## config.mk

```make
export PLATFORM = sky130hd
export DESIGN_NAME = bulls_cows_engine
export DESIGN_NICKNAME = d
export VERILOG_FILES = /design/src/rtl/bc_pkg.sv /design/src/rtl/bc_dup_check.sv /design/src/rtl/bulls_cows_engine.sv
export SDC_FILE = /design/constraint.sdc
export NUM_CORES = 1
export LEC_CHECK = 0
export CAP_MARGIN = 5
export CORE_UTILIZATION = 50
export CTS_CLUSTER_DIAMETER = 100
export DETAILED_ROUTE_END_ITERATION = 7
export DONT_BUFFER_PORTS = 1
export GPL_ROUTABILITY_DRIVEN = 0
export PLACE_DENSITY = 0.75
export SYNTH_ARGS = -nofsm -noshare
export SYNTH_HDL_FRONTEND = slang
export SYNTH_SLANG_ARGS = --single-unit
export TNS_END_PERCENT = 5
```

## constraint.sdc

```tcl
create_clock -name clk -period 5.4 [get_ports clk]
set_clock_uncertainty 0.2 [all_clocks]
set_input_delay 0.54 -clock clk [delete_from_list [all_inputs] [get_ports clk]]
set_output_delay 0.54 -clock clk [all_outputs]
set_load 0.05 [all_outputs]
```

## src/rtl/bc_pkg.sv

```systemverilog
// Shared FSM state type and default sizing for the bulls-and-cows scoring engine.
package bc_pkg;

  typedef enum logic [2:0] {
    NOSECRET,
    READY,
    CHECK,
    SCORE,
    RESULT,
    OVER
  } bc_state_t;

  localparam int unsigned BC_DIGITS    = 4;
  localparam int unsigned BC_DW        = 4;
  localparam int unsigned BC_MAX_TRIES = 8;

endpackage

```

## src/rtl/bc_dup_check.sv

```systemverilog
// Combinational detector: flags a code in which any two digits are equal.
module bc_dup_check
  import bc_pkg::*;
#(
  parameter int unsigned DIGITS = BC_DIGITS,
  parameter int unsigned DW     = BC_DW
) (
  input  logic [DIGITS*DW-1:0] code,
  output logic                 dup
);

  always_comb begin
    dup = 1'b0;
    for (int unsigned i = 0; i < DIGITS; i++) begin
      for (int unsigned j = i + 1; j < DIGITS; j++) begin
        if (code[i*DW +: DW] == code[j*DW +: DW]) dup = 1'b1;
      end
    end
  end

endmodule

```

## src/rtl/bulls_cows_engine.sv

```systemverilog
// Bulls-and-cows game engine: holds a secret, scores one guess digit per cycle, tracks tries and game outcome.
module bulls_cows_engine
  import bc_pkg::*;
#(
  parameter  int unsigned DIGITS    = BC_DIGITS,
  parameter  int unsigned DW        = BC_DW,
  parameter  int unsigned MAX_TRIES = BC_MAX_TRIES,
  localparam int unsigned CW        = $clog2(DIGITS + 1),
  localparam int unsigned TW        = $clog2(MAX_TRIES + 1),
  localparam int unsigned IW        = $clog2(DIGITS)
) (
  input  logic                 clk,
  input  logic                 rst_n,
  input  logic                 secret_load,
  input  logic [DIGITS*DW-1:0] secret,
  input  logic                 guess_valid,
  output logic                 guess_ready,
  input  logic [DIGITS*DW-1:0] guess,
  output logic                 result_valid,
  output logic [CW-1:0]        bulls,
  output logic [CW-1:0]        cows,
  output logic                 invalid,
  output logic [TW-1:0]        tries,
  output logic                 win,
  output logic                 lose,
  output logic                 secret_err
);

  bc_state_t state, state_next;

  logic [DIGITS*DW-1:0] secret_q, guess_q;
  logic [IW-1:0]        idx;
  logic [CW-1:0]        acc_bulls, acc_cows, bulls_sum, cows_sum;
  logic [TW-1:0]        tries_inc;
  logic [DW-1:0]        g_digit, s_digit;
  logic                 secret_dup, guess_dup;
  logic                 bull_hit, cow_hit, seen_elsewhere, last_digit;

  bc_dup_check #(.DIGITS(DIGITS), .DW(DW)) u_secret_dup (.code(secret),  .dup(secret_dup));
  bc_dup_check #(.DIGITS(DIGITS), .DW(DW)) u_guess_dup  (.code(guess_q), .dup(guess_dup));

  always_comb begin
    g_digit        = '0;
    s_digit        = '0;
    seen_elsewhere = 1'b0;
    for (int unsigned i = 0; i < DIGITS; i++) begin
      if (IW'(i) == idx) begin
        g_digit = guess_q[i*DW +: DW];
        s_digit = secret_q[i*DW +: DW];
      end
    end
    for (int unsigned j = 0; j < DIGITS; j++) begin
      if (IW'(j) != idx && secret_q[j*DW +: DW] == g_digit) seen_elsewhere = 1'b1;
    end
  end

  assign bull_hit   = (g_digit == s_digit);
  assign cow_hit    = !bull_hit && seen_elsewhere;
  assign bulls_sum  = acc_bulls + CW'(bull_hit);
  assign cows_sum   = acc_cows + CW'(cow_hit);
  assign last_digit = (idx == IW'(DIGITS - 1));
  assign tries_inc  = (tries == TW'(MAX_TRIES)) ? tries : tries + 1'b1;

  assign guess_ready  = (state == READY) && !secret_load;
  assign result_valid = (state == RESULT);

  always_ff @(posedge clk or negedge rst_n) begin
    if (!rst_n) state <= NOSECRET;
    else        state <= state_next;
  end

  always_comb begin
    state_next = state;
    if (secret_load) begin
      state_next = secret_dup ? NOSECRET : READY;
    end else begin
      case (state)
        READY:   if (guess_valid) state_next = CHECK;
        CHECK:   state_next = guess_dup ? RESULT : SCORE;
        SCORE:   if (last_digit) state_next = RESULT;
        RESULT:  state_next = (win || lose) ? OVER : READY;
        default: state_next = state;
      endcase
    end
  end

  // Scores build in private accumulators; the visible outputs and game flags
  // move only on the final SCORE edge so they are current when RESULT pulses.
  always_ff @(posedge clk or negedge rst_n) begin
    if (!rst_n) begin
      secret_q   <= '0;
      guess_q    <= '0;
      idx        <= '0;
      acc_bulls  <= '0;
      acc_cows   <= '0;
      bulls      <= '0;
      cows       <= '0;
      invalid    <= 1'b0;
      tries      <= '0;
      win        <= 1'b0;
      lose       <= 1'b0;
      secret_err <= 1'b0;
    end else if (secret_load) begin
      secret_q   <= secret;
      tries      <= '0;
      win        <= 1'b0;
      lose       <= 1'b0;
      bulls      <= '0;
      cows       <= '0;
      secret_err <= secret_dup;
    end else begin
      case (state)
        READY: if (guess_valid) guess_q <= guess;
        CHECK: begin
          if (guess_dup) begin
            invalid <= 1'b1;
            bulls   <= '0;
            cows    <= '0;
          end else begin
            idx       <= '0;
            acc_bulls <= '0;
            acc_cows  <= '0;
          end
        end
        SCORE: begin
          idx       <= idx + 1'b1;
          acc_bulls <= bulls_sum;
          acc_cows  <= cows_sum;
          if (last_digit) begin
            bulls   <= bulls_sum;
            cows    <= cows_sum;
            invalid <= 1'b0;
            tries   <= tries_inc;
            if (bulls_sum == CW'(DIGITS))             win  <= 1'b1;
            else if (tries_inc == TW'(MAX_TRIES))     lose <= 1'b1;
          end
        end
        default: ;
      endcase
    end
  end

endmodule

```

* Yosys cells after proc, flatten, opt, wreduce, memory -nomap -nowiden *
Cells that the tools add are included.

storage, ports and cells
  output and inout port bits = 16
  input bits = 36
  bits in registers = 57

cells by class
  add/sub/neg operators = 4
  reductions and logical operators = 26
  bitwise logic cells = 1
  muxes and demuxes = 59
  equality and inequality tests = 38

operator list
  operator                                              number
  equality test 4 bit                                   17
  two-way mux 4 bit                                     12
  two-way mux 3 bit                                     11
  two-way mux 1 bit                                     28
  one-hot mux 3 bit (2 select lines)                    4
  AND reduction 3 bit                                   5
  one-hot mux 3 bit (4 select lines)                    1
  nonzero test 2 bit                                    6
  inequality test 3 bit (second input constant)         3
  equality test 4 bit (second input constant)           2
  inequality test 2 bit (second input constant)         4
  AND reduction 4 bit                                   2
  adder 3 x 1 -> 3 bit                                  2
  equality test 3 x 2 -> 1 bit (second input constant)  2
  equality test 3 bit (second input constant)           2
  logical AND 1 bit                                     6
  nonzero test 5 bit                                    1
  adder 4 x 1 -> 4 bit (second input constant)          1
  equality test 2 bit (first input constant)            2
  inequality test 2 bit (first input constant)          2
  one-hot mux 2 bit (2 select lines)                    1
  equality test 3 x 1 -> 1 bit (second input constant)  1
  nonzero test 3 bit                                    1
  adder 2 x 1 -> 2 bit (second input constant)          1
  other kinds (10)                                      11

* Depth between registers and ports, before layout *
Gate-level depths: netlist (run 1).

  word-level depth = 16
  gate-level depth with buffers = 14
  mapped depth without buffers = 13

* Hierarchy *
Synthesis (run 1) repeated with hierarchy kept, for this count alone.

unflattened totals
  cells, all modules = 354
  area, all modules = 3642.2 sq um

modules (own cells, without submodules)
  module             seq. area each (sq um)  times used  area an instance (sq um)  cells an instance
  bulls_cows_engine  1426.4                  1           3124.2                    292
  bc_dup_check       0.0                     2           259.0                     31

* Worst setup path before layout (run 1) *
OpenSTA, ideal clock, no wires.

  path kind = register -> register
  from = register idx[0]
  to = register lose
  required time = 5.078 ns
  setup slack = 2.339 ns
  stages on the path, launching flop included = 13
  period minus slack after synthesis = 3.061 ns
  arrival = 2.739 ns
  library setup time = 0.122 ns
  path through = dfrtp_1 ha_1 buf_6 or2b_2 o22ai_1 a31oi_2 xnor2_1 nor4_4 ha_1 ha_1 nor3_1 nor3_1 a32o_1

on the way
  longest elaborated chain between the ends = 10
  elaborated cells on any way between the ends = 19
  classes of those cells = 1 x add/sub; 7 x eq/ne; 8 x mux; 3 x reduce/logical

RTL lines
  element                                 RTL line                  text
  start: declaration                      bulls_cows_engine.sv:32   logic [IW-1:0] idx;
  start signal: assignment                bulls_cows_engine.sv:126  idx <= idx + 1'b1;
  zero test 2 bit                         bulls_cows_engine.sv:47   if (IW'(i) == idx) begin
  two-way mux 4 bit (4 in series)         bulls_cows_engine.sv:47
  equality test 4 bit                     bulls_cows_engine.sv:57   assign bull_hit = (g_digit == s_digit);
  adder 3 x 1 -> 3 bit                    bulls_cows_engine.sv:59   assign bulls_sum = acc_bulls + CW'(bull_hit);
  equality test 3 bit                     bulls_cows_engine.sv:134  if (bulls_sum == CW'(DIGITS)) win <= 1'b1;
  inequality test 2 bit (no source line)  --
  AND reduction 4 bit (no source line) *  --
  end signal: assignment                  bulls_cows_engine.sv:101  lose <= 1'b0;
  end signal: assignment                  bulls_cows_engine.sv:107  lose <= 1'b0;
  end signal: assignment                  bulls_cows_engine.sv:135  else if (tries_inc == TW'(MAX_TRIES)) lose <= 1'b1;
  end: declaration                        bulls_cows_engine.sv:25   output logic lose,

Mark *: on every way between the ends. The rest lies on a longest branch, timed or not.
A chain may end at the register's enable or synchronous reset.

* Worst setup path after layout (run 1) *
Same ends and word-level chain as after synthesis.

==> reports/qor.tcl, run 1 <==
set qor(run_status) {finished, final reports clean}
set qor(crit_arrival_ns) 3.65
set qor(postLayoutSetupSlackWorst_ns) 1.78
set qor(synth.lib_cells_used.distinct) 47
set qor(crit_path_frequent_cell) {ha_1}
set qor(power_density_mw_per_mm2) 582
set qor(yosys_most_used_dff) {dfrtp_1}
set qor(grt_max_degree) 58
set qor(synth_sequential_area_ratio_pct) 39.0
set qor(sink_count_of_the_clock_tree) 57
set qor(unrepaired_setup_endpoints_after_global_routing) {false}
set qor(vias_per_cell) 5.77
set qor(worst-r2r-cell-count) 11
set qor(worst_path_largest_cell_delay_ns) 0.60
set qor(postCtsSetupBuffers) 0
set qor(worst_path_dominant_cell_family) {adder cells}
set qor(grt_pass1_wl_um) 13000
set qor(synth.cell_area_sq_mm) 0.00365
set qor(hpwlAfterDp_um) 5780
set qor(timing.critical_path.from_type) {flip-flop}
set qor(cells_after_dpl) 435
set qor(hold-path-endpoint) {tries[0]}
set qor(netlist.area_leader.share_pct) 39.0
set qor(combPwrFrac_pct) 49.0
set qor(floorplan.initialDensity_pct) 52.6
set qor(routed_wl_um) 7870
set qor(antenna_violations_before_repair) 0
set qor(clock_insertion_delay_worst_skew_ns) 0.34
set qor(rr_endpoint) {lose}
set qor(period_minus_slack_ns) 3.62
set qor(net-switching-power_mw) 0.983
set qor(ctsHtreeMaxLevel) 3
set qor(ioPinCount) 52
set qor(worst_slew_slack_as_a_fraction_of_its_limit_pct) 36.8
set qor(synthArstFlopShare_pct) 100
set qor(syn_area_per_cell_sq_um) 10.3
set qor(synth_edf_count) 0
set qor(core_region_area_sq_mm) 0.00694
set qor(fp.dieH_um) 87.5
set qor(dieArea_sq_mm) 0.00766
set qor(internal_power_mw) 1.32
set qor(max_cap_violations) 0
set qor(synth_area_leaders) {dfrtp_1 39%, xnor2_1 11%, mux2_2 9.6%, xor2_1 6.9%, ha_1 3.4%}
set qor(synthesis.nets) 401
set qor(final.setup.tns_ns) 0
set qor(clk_root_buffer_cell) {clkbuf_8}
set qor(drtAntennaViolNets) 0
set qor(total_leakage_power_nw) 1.59
set qor(dieWidth_um) 87.5
set qor(post_layout_nonfiller_instances) 453
set qor(number_of_global_route_vias_before_repair) 2619
set qor(floorplan.rows) 30
set qor(crit_chain) {ha_1 > or2b_2 > o22ai_1 > a31oi_2 > xnor2_1 > nor4_4 > ha_1 > ha_1 > nor3_1 > nor3_1 > a32o_1}
set qor(min_path_type) {in2reg}
set qor(critical_path.endpoint_type) {flip-flop}
set qor(power.share.switching_pct) 42.7
set qor(cts.clk_slew.worst_paths_ns) 0.07
set qor(yosysWarnings) 0
set qor(worst_r2r_startpoint) {idx[0]}
set qor(layout-drive-gt1-share_pct) 17.1
set qor(vias) 2615
set qor(final_core_utilization_pct) 56.9
set qor(initialDrtViolationCount) 162
set qor(finish.net_count) 398
set qor(antenna-diode-count) 0
set qor(worst-path-max-fanout) 18
set qor(drcViolationCount) 0
set qor(cts_tree) {yes}
set qor(timing.final.max_slew_violations) 0
set qor(drt_first_pass_iters) 4
set qor(drt-wirelength-per-cell_um) 17.4
set qor(final_hold_viol_count) 0
set qor(synth.largest_area_cell) {dfrtp_1}
set qor(grt_util_all_layers_pct) 22.8
set qor(critical_path_buf_inv_count) 0
set qor(vdd.ir_drop.worst_v) 0.000393
set qor(postSynthCellCount) 355
set qor(layout_worst_path_cycle_share_pct) 67.0
set qor(crit_required_ns) 5.43
set qor(grt_overflow_total) 0
set qor(setup_viol_count_final) 0
set qor(yosys.cell_count.top_type) {dfrtp_1}
set qor(area.growth.synth_to_final_pct) 8.08
set qor(slowest_stage) {ha_1}
set qor(cts_buffers) 9
set qor(report.power.total_mw) 2.30
set qor(numPortBuffers) 0
set qor(cts_buffer_depth) 2
set qor(synthTopCellsByCount) {57 x dfrtp_1, 46 x xnor2_1, 31 x mux2_2}
set qor(timing.hold.worst_path_depth) 1
set qor(hp-start) {secret_load}
set qor(cts_repair_resize_count) 0
set qor(post-place-ws_ns) 1.80
set qor(worst_pin_slew_ns) 0.944
set qor(power_frac_seq_pct) 32.3
set qor(ys_ff_latch) 57
set qor(clock.fmax_mhz) 277
set qor(power.clock.fraction_pct) 18.7
set qor(regToRegSetupSlack_ns) 1.78
set qor(timing.setup.critical_path_class) {reg2reg}
==> cells in the final DEF, fill, tap and decap left out, types with 2 or more instances in the layout <==
master / netlist / final
o31ai_1: 2 / 2
nand2_1: 25 / 25
nor2_1: 15 / 15
o22ai_1: 3 / 3
a41oi_2: 3 / 3
mux2_2: 31 / 31
inv_1: 12 / 12
a21oi_1: 16 / 16
a22oi_1: 3 / 3
and2b_1: 2 / 2
nor4_1: 4 / 4
clkinv_2: 0 / 3
or3_1: 2 / 2
nor3_1: 4 / 4
a31oi_2: 3 / 3
clkbuf_8: 0 / 9
xnor2_1: 46 / 46
a211oi_1: 2 / 2
nor2b_1: 4 / 4
nand3_1: 3 / 3
xor2_1: 29 / 29
nand4_1: 12 / 12
bufinv_16: 0 / 2
a22o_1: 7 / 7
o21ai_0: 21 / 21
dfrtp_1: 57 / 57
nand3b_1: 3 / 3
ha_1: 10 / 10
==> per-layer routing <==
layer | share of wire (%) | vias up | GRT usage [%]
li1 | - | 1245 | -
met1 | 44 | 1288 | 28.4
met2 | 49 | 70 | 37.4
met3 | 4.7 | 12 | 7.20
met4 | 1.6 | 0 | 7.60
met5 | 0 | - | 0
==> power by group through the flow <==
stage	Clock (mW)	Combinational [mW]	Sequential, mW
3_3_place_gp	0	1.05	0.743
4_1_cts	0.436	1.13	0.742
6_report	0.429	1.13	0.743
5_1_grt	0.458	1.24	0.766
2_1_floorplan	0	1.01	0.641
3_5_place_dp	0	1.11	0.750
==> logic make-up after synthesis <==
family / Yosys count / share of synthesized area, %
compound gates: 70 / 14.2
simple gates: 81 / 11.9
fa+ha+maj: 10 / 3.42
xor+xnor: 75 / 18.0
flops: 57 / 39.0
mux: 32 / 9.83
buf+inv: 30 / 3.66
==> registers in the layout, indices dropped and copies added (netlist names), 2 cells and up <==
signal     flops
idx            2
cows           3
bulls          3
acc_bulls      3
state          3
tries          4
secret_q      16
acc_cows       3
guess_q       16
==> repair_timing <==
| action | CTS | global route |
|---|---|---|
| hold buffers | 2 | 0 |
| hold endpoints to repair | 57 | 0 |
| endpoints found under the setup margin | 0 | 0 |
==> final cells by class <==
class,count,area [sq um]
sequential,57,1430
fill,611,2990
tap,96,120
clock inverter,6,82.6
inverter,13,48.8
clock buffer,10,128
timing repair buffer,3,45.0
multi-input combinational,268,2100
==> worst max path at each step <==
stage	from	end	slack, ns	cells after the start
floorplan	idx[0]	lose	2.34	12
global placement	idx[0]	lose	2.01	12
detailed placement	idx[0]	lose	1.80	11
CTS	idx[0]	lose	1.80	11
global route	idx[0]	acc_cows[2]	1.49	12
finish	idx[0]	lose	1.78	11
==> per-stage QoR <==
step / area [sq um] / hold slack [ns]
after floorplan: 3650 / 0.0444
after global placement: 3700 / 0.0456
after detailed placement: 3700 / 0.0457
after CTS: 3950 / 0.0376
after global routing: 3950 / 0.0370
final: 3950 / 0.0564
(Power assumes the default switching activity.)
==> run 2: changes to the inputs <==
--- a/config.mk
+++ b/config.mk
@@ -11,7 +11,7 @@
 export DETAILED_ROUTE_END_ITERATION = 7
 export DONT_BUFFER_PORTS = 1
 export GPL_ROUTABILITY_DRIVEN = 0
-export PLACE_DENSITY = 0.75
+export PLACE_DENSITY = 0.78
 export SYNTH_ARGS = -nofsm -noshare
 export SYNTH_HDL_FRONTEND = slang
 export SYNTH_SLANG_ARGS = --single-unit
==> constraint.sdc (replaced) <==
create_clock -name clk -period 3.07 [get_ports clk]
set_clock_uncertainty 0.2 [all_clocks]
set_input_delay 0.307 -clock clk [delete_from_list [all_inputs] [get_ports clk]]
set_output_delay 0.307 -clock clk [all_outputs]
set_load 0.05 [all_outputs]
==> run 2 against run 1 <==
Against the previous run:
- maximum frequency grew 20%
- sequential cell count is the same
- worst setup slack lost 1.7 ns
- via count grew 11%
- largest power group unchanged
- critical path depth grew 1
- final area grew 17%
- register-to-register slack lost 1.7 ns
==> reports/qor.tcl, run 2 (synthesis gave the netlist of run 1 again) <==
set qor(postLayoutSetupSlackWorst_ns) 0.0481
set qor(worst_slew_slack_as_a_fraction_of_its_limit_pct) 22.6
set qor(numPortBuffers) 0
set qor(initialDrtViolationCount) 177
set qor(routed.top_layer) {met4}
set qor(cts.clk_slew.worst_paths_ns) 0.07
set qor(setup_viol_count_final) 0
set qor(vdd.ir_drop.worst_v) 0.000616
set qor(grt_util_all_layers_pct) 24.3
set qor(floorplan.rows) 30
set qor(drt_first_pass_iters) 4
set qor(max_cap_violations) 0
set qor(cts_tree) {yes}
set qor(number_of_global_route_vias_before_repair) 2983
set qor(core_region_area_sq_mm) 0.00694
set qor(post-place-ws_ns) -0.0859
set qor(most_used_cells_in_the_layout_excluding_fill_and_tap_cells) {57 x dfrtp_1, 42 x xnor2_1, 35 x dlygate4sd3_1, 31 x mux2_2, 29 x xor2_1}
set qor(run_status) {finished, final reports clean}
set qor(crit_required_ns) 3.10
set qor(cts_buffers) 9
set qor(layout_worst_path_cycle_share_pct) 98.4
set qor(hpwlAfterDp_um) 5850
set qor(grt_pass1_wl_um) 14000
set qor(met2_length_um) 4610
set qor(final_hold_viol_count) 0
set qor(filler_cell_count) 529
set qor(fp.dieH_um) 87.5
set qor(power_density_mw_per_mm2) 998
set qor(finish.net_count) 449
set qor(clock.fmax_mhz) 331
set qor(vias) 2896
set qor(cts_buffer_depth) 2
set qor(grt_max_degree) 58
set qor(drtAntennaViolNets) 0
set qor(critical_path.endpoint_type) {flip-flop}
set qor(ioPinCount) 52
set qor(grt_overflow_total) 0
set qor(min_path_type) {in2reg}
set qor(timing.setup.critical_path_class) {reg2reg}
set qor(dieArea_sq_mm) 0.00766
set qor(crit_arrival_ns) 3.06
set qor(clk_root_buffer_cell) {clkbuf_8}
set qor(worst-path-max-fanout) 8
set qor(unrepaired_setup_endpoints_after_global_routing) {true}
set qor(wirelength_met1_um) 3610
set qor(clock_insertion_delay_worst_skew_ns) 0.34
set qor(post_layout_nonfiller_instances) 503
set qor(worst_pin_slew_ns) 1.16
set qor(total_leakage_power_nw) 1.84
set qor(drcViolationCount) 0
set qor(ctsHtreeMaxLevel) 3
set qor(dr_wl_met3_um) 468
set qor(drt-wirelength-per-cell_um) 17.7
set qor(final_core_utilization_pct) 66.5
set qor(period_minus_slack_ns) 3.02
set qor(floorplan.initialDensity_pct) 52.6
set qor(cells_after_dpl) 450
set qor(antenna_violations_before_repair) 0
set qor(dieWidth_um) 87.5
set qor(vias_per_cell) 5.76
set qor(commonest_non_fill_non_tap_cell_in_the_layout) {dfrtp_1}
set qor(routed_wl_um) 8880
set qor(antenna-diode-count) 0
set qor(timing.final.max_slew_violations) 0
set qor(layout-drive-gt1-share_pct) 25.8
set qor(top_regs) {guess_q (16), secret_q (16), tries (4)}
set qor(timing.critical_path.from_type) {flip-flop}
set qor(sink_count_of_the_clock_tree) 57
set qor(area.growth.synth_to_final_pct) 26.4
set qor(timing.hold.ws_ns) 0.0448
run 2: changes by cell type in the layout (fill, tap and decap cells not counted), moves of 4 or more:
| cell | change |
|---|---|
| ha_1 | -7 |
| xnor2_1 | -4 |
| buf_6 | +4 |
| buf_4 | +13 |
| dlygate4sd3_1 | +34 |
| o21ai_1 | +5 |
| o21ai_0 | -5 |
| ha_2 | +4 |
| xnor2_2 | +4 |
run 2: per-stage QoR:
step                      TNS (ns)  cell area [sq um]  total power [mW]
final                            0               4620              4.61
after detailed placement    -0.136               3810              3.44
after global placement           0               3810              3.36
after CTS                        0               4440              4.26
after global routing        -0.115               4620              4.88
after floorplan                  0               3650              2.91
run 2: cell type report:
| class | instances | area [sq um] | area share [%] |
|---|---|---|---|
| Clock buffer | 12 | 165 | 3.57 |
| Clock inverter | 3 | 15.0 | 0.325 |
| Inverter | 13 | 48.8 | 1.06 |
| Multi-Input combinational cell | 268 | 2320 | 50.1 |
| Sequential cell | 57 | 1430 | 30.9 |
| Tap cell | 96 | 120 | 2.60 |
| Timing Repair Buffer | 54 | 528 | 11.4 |
run 2: layer usage:
metal | global-route usage (%) | vias to the layer above
met5 | 0 | -
met4 | 9.39 | 0
met3 | 5.97 | 20
met2 | 42.6 | 90
met1 | 28.5 | 1434
li1 | - | 1352
run 2: worst paths after layout:
check / from / end / slack (ns) / depth (start not counted)
worst max-delay path: idx[1] / lose / 0.05 / 12
worst min-delay path: secret_load / bulls[2] / 0.04 / 3
max in group asynchronous: rst_n / secret_q[0] / 2.13 / 2
worst max register to register: idx[1] / lose / 0.05 / 12
min in group asynchronous: rst_n / secret_err / 0.28 / 2
worst min register to register: acc_cows[2] / acc_cows[2] / 0.34 / 1
run 2: timing repair:
action | 4_1_cts | 5_1_grt
pin swaps | 4 | 13
endpoints found under the setup margin | 3 | 5
gates resized for setup | 10 | 38
setup buffers | 1 | 1
hold endpoints to repair | 102 | 0
hold buffers | 36 | 0
run 2: power breakdown:
part | internal, mW | total (mW) | switching (mW)
Sequential | 0.935 | 1.35 | 0.411
Combinational | 1.33 | 2.62 | 1.29
Clock | 0.350 | 0.640 | 0.291
run 2: critical path: stages (launching register included):
cell and delay (ns):
dfrtp_1 0.38, inv_2 0.07, ha_2 0.21, buf_6 0.14, nand3b_1 0.25, a31oi_4 0.31
xnor2_2 0.11, nor4_4 0.30, ha_2 0.24, ha_4 0.21, nor3_4 0.19, nor3_2 0.07
a32o_1 0.24
==> run 3: changes to the inputs <==
--- a/config.mk
+++ b/config.mk
@@ -6,12 +6,12 @@
 export NUM_CORES = 1
 export LEC_CHECK = 0
 export CAP_MARGIN = 5
-export CORE_UTILIZATION = 50
+export CORE_UTILIZATION = 30
 export CTS_CLUSTER_DIAMETER = 100
 export DETAILED_ROUTE_END_ITERATION = 7
 export DONT_BUFFER_PORTS = 1
 export GPL_ROUTABILITY_DRIVEN = 0
-export PLACE_DENSITY = 0.78
+export PLACE_DENSITY = 0.55
 export SYNTH_ARGS = -nofsm -noshare
 export SYNTH_HDL_FRONTEND = slang
 export SYNTH_SLANG_ARGS = --single-unit
==> constraint.sdc (replaced) <==
create_clock -name clk -period 3.07 [get_ports clk]
set_clock_uncertainty 0.2 [all_clocks]
set_input_delay 0.307 -clock clk [delete_from_list [all_inputs] [get_ports clk]]
set_output_delay 0.307 -clock clk [all_outputs]
set_load 0.01 [all_outputs]
==> run 3 against run 2 <==
Against the previous run:
- worst setup slack improved by 0.078 ns
- sequential power fell by 4%
- final area rose by 3.2%
- combinational power fell by 2%
- sequential share of layout area fell by 0.91 points
- utilization fell by 26 points
- routed wire length rose by 3.0%
- non-clock buffer count rose by 4
- register-to-register slack improved by 0.08 ns
- maximum frequency rose by 2.7%
- clock-buffer cell count did not move
- largest power group unchanged
==> reports/qor.tcl, run 3 (synthesis gave the netlist of run 1 again) <==
set qor(vias) 2827
set qor(hpwlAfterDp_um) 6580
set qor(drt_first_pass_iters) 4
set qor(dieWidth_um) 112
set qor(top_regs) {guess_q (16), secret_q (16), tries (4)}
set qor(number_of_global_route_vias_before_repair) 2902
set qor(period_minus_slack_ns) 2.94
set qor(vdd.ir_drop.worst_v) 0.000545
set qor(final.setup.tns_ns) 0
set qor(area.growth.synth_to_final_pct) 30.5
set qor(critical_path_buf_inv_count) 1
set qor(grt_pass1_wl_um) 14800
set qor(crit_arrival_ns) 2.96
set qor(timing.hold.ws_ns) 0.0262
set qor(final_core_utilization_pct) 40.9
set qor(vias_per_cell) 5.10
set qor(grt_util_all_layers_pct) 15.1
set qor(drt-wirelength-per-cell_um) 16.5
set qor(filler_cell_count) 1125
set qor(hp-start) {secret_load}
set qor(grt_max_degree) 58
set qor(most_used_cells_in_the_layout_excluding_fill_and_tap_cells) {55 x dfrtp_1, 44 x xnor2_1, 34 x dlygate4sd3_1, 31 x mux2_2, 29 x xor2_1}
set qor(cells_after_dpl) 501
set qor(post-place-ws_ns) -0.0911
set qor(min_path_type) {in2reg}
set qor(commonest_non_fill_non_tap_cell_in_the_layout) {dfrtp_1}
set qor(report.power.total_mw) 4.80
set qor(design_area_sq_mm) 0.00477
set qor(power_density_mw_per_mm2) 1010
set qor(final_hold_viol_count) 0
set qor(drtAntennaViolNets) 0
set qor(critical_path.endpoint_type) {flip-flop}
set qor(numPortBuffers) 0
set qor(clock.fmax_mhz) 340
set qor(cts_buffers) 9
set qor(area.sequential_sq_mm) 0.00143
set qor(clk_root_buffer_cell) {clkbuf_16}
set qor(ctsHtreeMaxLevel) 3
set qor(worst_path_dominant_cell_family) {simple AND/OR/NAND/NOR gates}
set qor(slowest_stage) {dfrtp_2}
set qor(routed_wl_um) 9150
set qor(run_status) {finished, final reports clean}
set qor(crit_chain) {inv_2 > ha_4 > or2b_4 > o22ai_4 > a31oi_4 > xnor2_2 > nor4_4 > ha_2 > ha_4 > xnor2_2 > nor3_2 > nor3_1 > a32o_1}
set qor(hold-path-endpoint) {state[0]}
set qor(finish.net_count) 453
set qor(cts.clk_slew.worst_paths_ns) 0.05
set qor(post_layout_nonfiller_instances) 554
set qor(worst_path_largest_cell_delay_ns) 0.45
set qor(layout_worst_path_cycle_share_pct) 95.9
set qor(max_cap_violations) 0
set qor(regToRegSetupSlack_ns) 0.13
set qor(timing.critical_path.from_type) {flip-flop}
set qor(combined_area_of_the_multi_input_logic_cells_sq_mm) 0.00226
set qor(layout-drive-gt1-share_pct) 25.8
set qor(floorplan.rows) 39
set qor(cts_tree) {yes}
set qor(worst-path-max-fanout) 5
set qor(postLayoutSetupSlackWorst_ns) 0.126
set qor(worst_slew_slack_as_a_fraction_of_its_limit_pct) 53.7
set qor(core_region_area_sq_mm) 0.0117
set qor(total_leakage_power_nw) 1.89
set qor(timing.hold.worst_path_depth) 2
set qor(fp.dieH_um) 112
set qor(initialDrtViolationCount) 207
set qor(placedInstanceArea_sq_mm) 0.00391
set qor(unrepaired_setup_endpoints_after_global_routing) {true}
set qor(crit_required_ns) 3.08
set qor(clock_insertion_delay_worst_skew_ns) 0.33
set qor(rr_endpoint) {lose}
set qor(grt_overflow_total) 0
set qor(worst_pin_slew_ns) 0.693
set qor(dieArea_sq_mm) 0.0126
set qor(antenna_violations_before_repair) 0
set qor(floorplan.initialDensity_pct) 31.3
set qor(worst_r2r_startpoint) {idx[0]}
set qor(cts_buffer_depth) 2
set qor(sink_count_of_the_clock_tree) 57
set qor(antenna-diode-count) 0
set qor(drcViolationCount) 0
set qor(timing.final.max_slew_violations) 0
set qor(ioPinCount) 52
set qor(timing.setup.critical_path_class) {reg2reg}
set qor(worst-r2r-cell-count) 13
set qor(setup_viol_count_final) 0
[run 3: report_power, final]
group          internal, mW  switching (mW)
Clock                 0.601           0.322
Sequential            0.941           0.361
Combinational          1.32            1.25
Total                  2.86            1.93
[run 3: worst max-delay path by stage]
stage	endpoint	cells past startpoint	slack, ns	start
2_1_floorplan	lose	12	0.009	idx[0]
3_3_place_gp	lose	13	0.0008	idx[1]
3_5_place_dp	lose	13	-0.09	idx[0]
4_1_cts	acc_cows[2]	15	0.008	idx[0]
5_1_grt	lose	13	-0.06	idx[0]
6_report	lose	13	0.13	idx[0]
[run 3: metal layers]
layer | GRT usage (%) | vias to the layer above | wire length [um]
met5 | 0 | - | 0
met4 | 4.71 | 0 | 109
met3 | 4.27 | 10 | 386
met2 | 25.3 | 61 | 4470
met1 | 18.8 | 1401 | 4180
li1 | - | 1355 | -
[run 3: repair_timing]
item                       in CTS  in global routing
setup endpoints to repair       2                  7
hold endpoints to repair       98                  0
setup buffers                   0                  2
pin swaps                       0                 12
hold buffers                   36                  0
gates resized for setup         4                 36
[run 3: cell type report]
class                      count  share of cell area, %
multi-input combinational    268                   47.3
sequential                    57                   30.0
timing repair buffer          58                   12.0
clock buffer                  12                   5.59
tap                          143                   3.75
inverter                      13                   1.08
clock inverter                 3                  0.315
